===== config.mk =====
export PLATFORM = sky130hd
export DESIGN_NAME = ram_stream_reader
export DESIGN_NICKNAME = d
export VERILOG_FILES = /design/src/rtl/ram_stream_reader.sv
export SDC_FILE = /design/constraint.sdc
export NUM_CORES = 1
export LEC_CHECK = 0
export ABC_AREA = 1
export CAP_MARGIN = 10
export CORE_MARGIN = 1
export CORE_UTILIZATION = 51
export DETAILED_ROUTE_END_ITERATION = 10
export GPL_TIMING_DRIVEN = 0
export PLACE_DENSITY_LB_ADDON = 0.08
export SYNTH_ARGS = -nofsm -noshare
export SYNTH_HDL_FRONTEND = slang
export SYNTH_SLANG_ARGS = --single-unit

===== constraint.sdc =====
create_clock -name clk -period 2.9 [get_ports clk]
set_input_delay 0.58 -clock clk [delete_from_list [all_inputs] [get_ports clk]]
set_output_delay 0.58 -clock clk [all_outputs]
set_load 0.01 [all_outputs]

===== src/rtl/ram_stream_reader.sv =====
// Streams `count` consecutive RAM words from `base` onto a valid/ready port.
// Define RAM_STREAM_READER_LOOP_EN to replay the pass until `stop`.
`timescale 1ns/1ps
module ram_stream_reader #(
  parameter int DATA_WIDTH    = 8,
  parameter int ADDRESS_WIDTH = 8
) (
  input  logic                     clk,
  input  logic                     reset,
  input  logic                     start,
  input  logic [ADDRESS_WIDTH-1:0] base,
  input  logic [ADDRESS_WIDTH:0]   count,
  input  logic                     stop,
  output logic                     busy,
  output logic                     done,
  output logic                     ram_wEn,
  output logic [ADDRESS_WIDTH-1:0] ram_addr,
  input  logic [DATA_WIDTH-1:0]    ram_dataOut,
  output logic                     out_valid,
  input  logic                     out_ready,
  output logic [DATA_WIDTH-1:0]    out_data,
  output logic                     out_last
);

  localparam logic [1:0] IDLE   = 2'd0;
  localparam logic [1:0] RUN    = 2'd1;
  localparam logic [1:0] FINISH = 2'd2;

  localparam logic [ADDRESS_WIDTH-1:0] ADDR_ONE = 1;
  localparam logic [ADDRESS_WIDTH:0]   CNT_ONE  = 1;

  logic [1:0]               state_reg;
  logic                     done_reg;
  logic [ADDRESS_WIDTH-1:0] addr_reg;
  logic [ADDRESS_WIDTH:0]   remaining_reg;
`ifdef RAM_STREAM_READER_LOOP_EN
  logic [ADDRESS_WIDTH-1:0] base_reg;
  logic [ADDRESS_WIDTH:0]   count_reg;
`endif

  logic                     inflight_reg;
  logic                     inflight_last_reg;
  logic [DATA_WIDTH-1:0]    fifo_data [2];
  logic                     fifo_last [2];
  logic                     wr_ptr_reg;
  logic                     rd_ptr_reg;
  logic [1:0]               occ_reg;

  logic pop;
  logic flush;
  logic issue;
  logic issue_last;
  logic end_pass;

  // Issue only if the word will have a FIFO slot, counting this cycle's pop.
  always_comb begin
    pop        = out_valid & out_ready;
    flush      = (state_reg == RUN) & stop;
    issue      = (state_reg == RUN) && !stop && (remaining_reg != '0) &&
                 (({1'b0, occ_reg} + {2'b00, inflight_reg}) <= (3'd1 + {2'b00, pop}));
    issue_last = (remaining_reg == CNT_ONE);
`ifdef RAM_STREAM_READER_LOOP_EN
    end_pass   = flush;
`else
    end_pass   = flush | (pop & out_last);
`endif
  end

  always_ff @(posedge clk or posedge reset) begin
    if (reset) begin
      state_reg     <= IDLE;
      done_reg      <= 1'b0;
      addr_reg      <= '0;
      remaining_reg <= '0;
`ifdef RAM_STREAM_READER_LOOP_EN
      base_reg      <= '0;
      count_reg     <= '0;
`endif
    end else begin
      done_reg <= 1'b0;
      case (state_reg)
        IDLE: begin
          if (start) begin
            if (count != '0) begin
              state_reg     <= RUN;
              addr_reg      <= base;
              remaining_reg <= count;
`ifdef RAM_STREAM_READER_LOOP_EN
              base_reg      <= base;
              count_reg     <= count;
`endif
            end else begin
              done_reg <= 1'b1;
            end
          end
        end
        RUN: begin
          if (end_pass) begin
            state_reg <= FINISH;
            done_reg  <= 1'b1;
          end
        end
        FINISH:  state_reg <= IDLE;
        default: state_reg <= IDLE;
      endcase

      if (issue) begin
`ifdef RAM_STREAM_READER_LOOP_EN
        if (issue_last) begin
          remaining_reg <= count_reg;
          addr_reg      <= base_reg;
        end else
`endif
        begin
          remaining_reg <= remaining_reg - CNT_ONE;
          addr_reg      <= addr_reg + ADDR_ONE;
        end
      end
    end
  end

  // The RAM answers one cycle after the address is presented; capture then.
  always_ff @(posedge clk or posedge reset) begin
    if (reset) begin
      inflight_reg      <= 1'b0;
      inflight_last_reg <= 1'b0;
      wr_ptr_reg        <= 1'b0;
      rd_ptr_reg        <= 1'b0;
      occ_reg           <= 2'd0;
      for (int i = 0; i < 2; i++) begin
        fifo_data[i] <= '0;
        fifo_last[i] <= 1'b0;
      end
    end else begin
      inflight_reg      <= issue;
      inflight_last_reg <= issue_last;
      if (flush) begin
        occ_reg    <= 2'd0;
        wr_ptr_reg <= 1'b0;
        rd_ptr_reg <= 1'b0;
      end else begin
        if (inflight_reg) begin
          fifo_data[wr_ptr_reg] <= ram_dataOut;
          fifo_last[wr_ptr_reg] <= inflight_last_reg;
          wr_ptr_reg            <= ~wr_ptr_reg;
        end
        if (pop) rd_ptr_reg <= ~rd_ptr_reg;
        occ_reg <= occ_reg + {1'b0, inflight_reg} - {1'b0, pop};
      end
    end
  end

  assign busy      = (state_reg == RUN);
  assign done      = done_reg;
  assign ram_wEn   = 1'b0;
  assign ram_addr  = addr_reg;
  assign out_valid = (occ_reg != 2'd0);
  assign out_data  = fifo_data[rd_ptr_reg];
  assign out_last  = out_valid & fifo_last[rd_ptr_reg];

endmodule


==> results.md, run 1 <==
- CP Launch Type: register
- Input/output buffers: 49
- Register area: between 1000 and 1500 um2
- Fill count: between 400 and 500
- Clock H-tree levels: 2
- CP Max Fanout: 10
- Pleak: 1.64 nW
- Syn. warnings: 0
- Fmax achieved: 387 MHz
- Area Growth Syn to Fin: 27.1%
- Final min period: 2.58 ns
- Cell mode on critical path: nand2_1
- Io pins: 51
- Largest stage delay on the critical path: between 0.5 and 0.6 ns
- CTS resizes: 0
- Place WS: 0.00508 ns
- CTS tree: built
- Power Dens Cells: 1030 nW/um2
- Status: finished, final reports clean
- Max-cap violations: 0
- Vias in the first global route: 2124
- Initial Utilization: 53.2%
- Clock Power Share: 11.6%
- Reg clk slew, reported paths: 0.08 ns
- Register area share after synthesis: 43.8%
- Synthesized Nets: 371
- Die Height: 72.2 um
- Avg Inst Size Synth: approximately 7.6 um2
- Sw frac: 43.6%
- Mapped cell area: 2510 um2
- Max FFs per register: 16
- Initial antenna violation count: 0
- Antenna Violating Nets Remaining: 0
- CTS Hold Buffers Added: 0
- Routed WL: between 5 and 6 mm
- Top-area cell type share of the netlist area: between 40% and 50%
- GRT Overall Usage: 23.2%
- RSZ-0062 raised after global routing: false
- Async SR Flop Fraction: between 90% and 100%
- Slew Limit Fails: 0
- CTS Buf Count: 5
- FF+latch count, synth: 44
- DRC viols: 0
- Via density: around 4.9
- Critical path class: reg2out
- Cell row count: 25
- Post-DP HPWL: 3.93 mm
- Root Buffer: clkbuf_8
- Diodes inserted: 0
- Slowest cell on the critical path: clkdlybuf4s50_1
- Worst path cell trace: buf_2 -> inv_1 -> clkbuf_1 -> nand2_1 -> nand2_1 -> clkdlybuf4s50_1
- Peak VDD IR: 486 uV
- Max Root-Sink Buffers: 2
- Post-synth EDFFs: 0
- Area of the die: between 5000 and 6000 um2
- Worst Path Arrival: 2.00 ns
- DR pass1 iterations: 4
- NetSw: around 1.4 mW
- CP top delay family: buffers and inverters
- RePlAce Congestion: 0.809
- Pin count of the biggest net entering global routing: 43
- Total grt overflow: 0
- Setup bufs post-CTS: 0
- Period utilization: 89.1%
- Reg power frac: around a third
- Setup ws final: 0.315 ns
- CP endpoint kind: output pin
- Skew final: 0.00345 ns
- Footprint of the multi-input gates: ~1200 um2
- NumNets Final: 428
- Hold Path Class: in2async
- Final-report hold violation count: 0
- Area leader, netlist: dfrtp_1
- Core outline area: 4720 um2
- Combinational power share: 54.1%
- Synth top area cells: dfrtp_1 (44%), nand2_1 (17%), nand3_1 (6.4%)
- Via Count: 2228
- Internal power: 1.86 mW
- Yosys cell types: 28
- Final setup fails: 0
- WP buf/inv: 4
- DIE WIDTH: 72.2 um
- Avg WL per Cell: 11.5 um
- Worst skew pair latency: roughly 0.30 ns
- Setup TNS: 0 ns
- Clk sinks: 44
- Fraction of layout cells with a size suffix above 1: 9.23%
- Cells after Synth: between 300 and 400
- Starting DRT DRC Count: 116
- WP data required: 2.32 ns
- Post-synth top cells: nand2_1 (117), dfrtp_1 (44), inv_1 (35), nand3_1 (32), o21ai_0 (21)
- Post-synth top flop: dfrtp_1
- Global-route wire length before repair: 9.41 mm
- Most instantiated library cell after synthesis: nand2_1
[kinds of logic after synthesis]
family | count (synthesis) | synth area share [%]
and+or+nand+nor | 181 | 31.6
DFF | 44 | 43.8
AOI/OAI and AO/OA | 36 | 7.17
buffers and inverters | 49 | 8.31
other | 1 | 0.149
xor gates and xnor gates | 12 | 4.18
adders and majority gates | 9 | 4.78
[layout make-up]
type                            count  area share [%]
Multi-Input combinational cell    239            37.7
Sequential cell                    44            34.5
Clock inverter                      3           0.587
Inverter                           39            4.58
Buffer                             10            1.96
Timing Repair Buffer               50            16.0
Tap cell                           67            2.62
Clock buffer                        5            2.15
[power by group through the flow]
stage          logic, mW  clock network, mW  registers [mW]
2_1_floorplan       1.17                  0            1.12
3_3_place_gp        1.75                  0            1.13
3_5_place_dp        1.80                  0            1.14
4_1_cts             1.81              0.389            1.13
5_1_grt             2.05              0.411            1.17
6_report            1.78              0.382            1.13
[worst paths after layout]
path	from	end	slack [ns]	cells past startpoint
min in group clk	remaining_reg[8]	inflight_last_reg	0.46	1
hold reg to reg	remaining_reg[8]	inflight_last_reg	0.46	1
setup reg to reg	occ_reg[1]	remaining_reg[6]	0.42	13
hold / removal	reset	remaining_reg[6]	0.45	2
max in group asynchronous	reset	ram_addr[5]	2.05	3
setup / recovery	rd_ptr_reg	out_data[0]	0.32	6
[metal layers]
| layer | vias to the layer above | share of wire [%] | global-route usage, % |
|---|---|---|---|
| li1 | 1148 | - | - |
| met1 | 1021 | 46 | 29.6 |
| met2 | 52 | 49 | 40.7 |
| met3 | 7 | 3.8 | 3.89 |
| met4 | 0 | 1.2 | 6.75 |
| met5 | - | 0 | 0 |
[placed cells by master (no fill, tap or decap), types with 2 or more instances in the layout]
| cell type | n |
|---|---|
| xnor2_1 | 3 |
| inv_2 | 5 |
| nor2_2 | 2 |
| clkdlybuf4s50_1 | 49 |
| nand2_1 | 117 |
| nand2_2 | 3 |
| ha_1 | 8 |
| xor2_1 | 9 |
| nand2_4 | 2 |
| buf_4 | 3 |
| clkbuf_8 | 5 |
| clkinv_2 | 2 |
| dfrtp_1 | 44 |
| nand3_1 | 32 |
| inv_1 | 34 |
| a21oi_1 | 5 |
| nor2_4 | 2 |
| o21ai_0 | 21 |
| o21ai_1 | 10 |
| buf_2 | 5 |
| nor2_1 | 16 |
| nand3_2 | 2 |
[stage by stage]
step	total power [mW]	cell area, um2	util [%]	cells	hold slack (ns)
after floorplan	2.29	2510	-	332	0.420
after global placement	2.88	3090	65.4	448	0.435
after detailed placement	2.94	3110	65.8	449	0.451
after CTS	3.32	3200	67.7	457	0.440
after global routing	3.64	3200	67.7	457	0.458
final	3.30	3200	67.7	457	0.445
Power figures use the tool's default switching activity.
==> inputs of run 2 (changes only) <==
Settings changed: ABC_CLOCK_PERIOD_IN_PS set to 2900, CORE_UTILIZATION 51 to 46.
==> run 2 against run 1 <==
Net effect: final cell count grew 0.66%; sequential share of layout area fell by 0.25 points; core utilization down 5.4 points; wire length rose by 5.9%; register-to-register slack got worse by 0.05 ns; combinational power is essentially flat; critical path type unchanged; largest cell class unchanged.
==> results.md, run 2 (synthesis results as in run 1) <==
- Initial Utilization: 48.6% (was 53.2%)
- WP buf/inv: 4 (unchanged)
- Via Count: 2257 (was 2228)
- DR pass1 iterations: 6 (was 4)
- Pin count of the biggest net entering global routing: 35 (was 43)
- Worst skew pair latency: 0.30 ns (about the same)
- CP endpoint kind: output pin (unchanged)
- RePlAce Congestion: 0.846 (was 0.809)
- CP Launch Type: register (unchanged)
- CP top delay family: buffers and inverters (unchanged)
- Footprint of the multi-input gates: 1200 um2 (unchanged)
- Fill count: 489 (was 424)
- Slowest cell on the critical path: clkdlybuf4s50_1 (unchanged)
- Post-DP Area: 3110 um2 (about the same)
- CTS Hold Buffers Added: 0 (unchanged)
- Status: finished, final reports clean (unchanged)
- Diodes inserted: 0 (unchanged)
- Max FFs per register: 16 (unchanged)
- Antenna Violating Nets Remaining: 0 (unchanged)
- CTS resizes: 0 (unchanged)
- Slew Limit Fails: 0 (unchanged)
- DIE WIDTH: 75.9 um (was 72.2 um)
- Setup TNS: 0 ns (unchanged)
- Setup bufs post-CTS: 0 (unchanged)
- CTS Buf Count: 5 (unchanged)
- Hold Path Class: reg2reg (was in2async)
- Skew final: 0.00222 ns (was 0.00345 ns)
- RSZ-0062 raised after global routing: false (unchanged)
- Via density: 4.91 (was 4.88)
- WP data required: 2.32 ns (about the same)
- Area of the die: 5760 um2 (was 5210 um2)
- Global-route wire length before repair: 10.0 mm (was 9.41 mm)
- Cell row count: 26 (was 25)
- NumNets Final: 428 (unchanged)
- Placed instance count: 452 (was 449)
- Avg WL per Cell: 12.1 um (was 11.5 um)
- Clock H-tree levels: 2 (unchanged)
- Fraction of layout cells with a size suffix above 1: 8.97% (was 9.23%)
- Most frequent cells in the layout: nand2_1 (117), clkdlybuf4s50_1 (49), dfrtp_1 (44) (unchanged)
- Area Growth Syn to Fin: 28.1% (was 27.1%)
- Period utilization: 90.4% (was 89.1%)
- Vias in the first global route: 2271 (was 2124)
- Worst path cell trace: buf_2 -> inv_1 -> clkbuf_1 -> nand2_1 -> nand2_1 -> clkdlybuf4s50_1 (unchanged)
- Die Height: 75.9 um (was 72.2 um)
- Post-DP HPWL: 4.06 mm (was 3.93 mm)
- Power Dens Cells: 1050 nW/um2 (was 1030 nW/um2)
- DRC viols: 0 (unchanged)
- Cell mode on critical path: nand2_1 (unchanged)
- Input/output buffers: 49 (unchanged)
- CTS tree: built (unchanged)
- Fmax achieved: 381 MHz (was 387 MHz)
- Starting DRT DRC Count: 118 (was 116)
- Core outline area: 5170 um2 (was 4720 um2)
- Largest stage delay on the critical path: 0.52 ns (was 0.54 ns)
- Reg clk slew, reported paths: 0.08 ns (about the same)
- Io pins: 51 (unchanged)
- Peak VDD IR: 611 uV (was 486 uV)
- Clk sinks: 44 (unchanged)
- Cell Count, Final, Fillers Out: 460 (was 457)
- Register area: 1100 um2 (unchanged)
- Routed WL: 5.58 mm (was 5.27 mm)
- Max Root-Sink Buffers: 2 (unchanged)
- Total grt overflow: 0 (unchanged)
- GRT Overall Usage: 21.8% (was 23.2%)
- Final-report hold violation count: 0 (unchanged)
- Critical path class: reg2out (unchanged)
- Total power: 3.39 mW (was 3.30 mW)
- CP Max Fanout: 10 (unchanged)
- Initial antenna violation count: 0 (unchanged)
- Final setup fails: 0 (unchanged)
- Worst Path Arrival: 2.04 ns (was 2.00 ns)
- Final min period: 2.62 ns (was 2.58 ns)
- Root Buffer: clkbuf_8 (unchanged)
- Pleak: 1.65 nW (was 1.64 nW)
- Final Cell Area: 3220 um2 (was 3200 um2)
- Max-cap violations: 0 (unchanged)
- Most common cell after layout, fill and taps aside: nand2_1 (unchanged)
## run 2: cell count changes in the layout (fill, tap and decap cells not counted), sizes merged
cell / previous run / this run
clkinv: 3 / 1
clkbuf: 6 / 7
bufinv: 0 / 1
## run 2: worst reg2reg max path: stages (launching register included)
cell and delay [ns]:
dfrtp_1 0.43, nor2_1 0.18, inv_1 0.07, nand2_1 0.16, inv_1 0.08, fa_1 0.50
inv_1 0.05, nand3_1 0.06, nand2_1 0.05, nand2_1 0.12, nand3_2 0.23, buf_4 0.26
o21ai_1 0.17, nand2_1 0.07
## run 2: final cells by class
type,instances,area share (%)
inverters,39,4.55
flip-flops and latches,44,34.2
clock buffers,6,2.25
plain buffers,10,1.94
well taps,70,2.72
multi-input cells,239,37.4
clock inverters,2,1.09
repair buffers,50,15.9
## run 2: final timing paths
path / from / end / slack, ns / depth (start not counted)
min in group asynchronous: reset / ram_addr[1] / 0.55 / 2
worst min-delay path: remaining_reg[8] / inflight_last_reg / 0.46 / 1
worst max-delay path: rd_ptr_reg / out_data[1] / 0.28 / 6
worst max register to register: occ_reg[1] / remaining_reg[6] / 0.37 / 13
max in group asynchronous: reset / fifo_data[7] / 1.89 / 3
worst min register to register: remaining_reg[8] / inflight_last_reg / 0.46 / 1
## run 2: per-stage QoR
step	hold slack [ns]	util, %	setup slack, ns
floorplan	0.420	-	0.724
global placement	0.438	59.8	0.0393
detailed placement	0.452	60.2	0.0178
CTS	0.464	62.2	0.271
global route	0.474	62.2	0.0904
finish	0.460	62.2	0.279
## run 2: where the power goes
| group | leakage [nW] | switching [mW] | total (mW) | internal (mW) |
|---|---|---|---|---|
| registers | 0.551 | 0.230 | 1.12 | 0.895 |
| clock network | 0.0552 | 0.209 | 0.465 | 0.256 |
| logic | 1.04 | 1.00 | 1.80 | 0.796 |
| total | 1.65 | 1.44 | 3.39 | 1.95 |
## run 2: layer usage
metal	vias up	track usage, %	part of all wire (%)
li1	1147	-	-
met1	1053	28.3	47
met2	51	36.6	48
met3	6	3.73	3.6
met4	0	7.88	1.4
met5	-	0	0
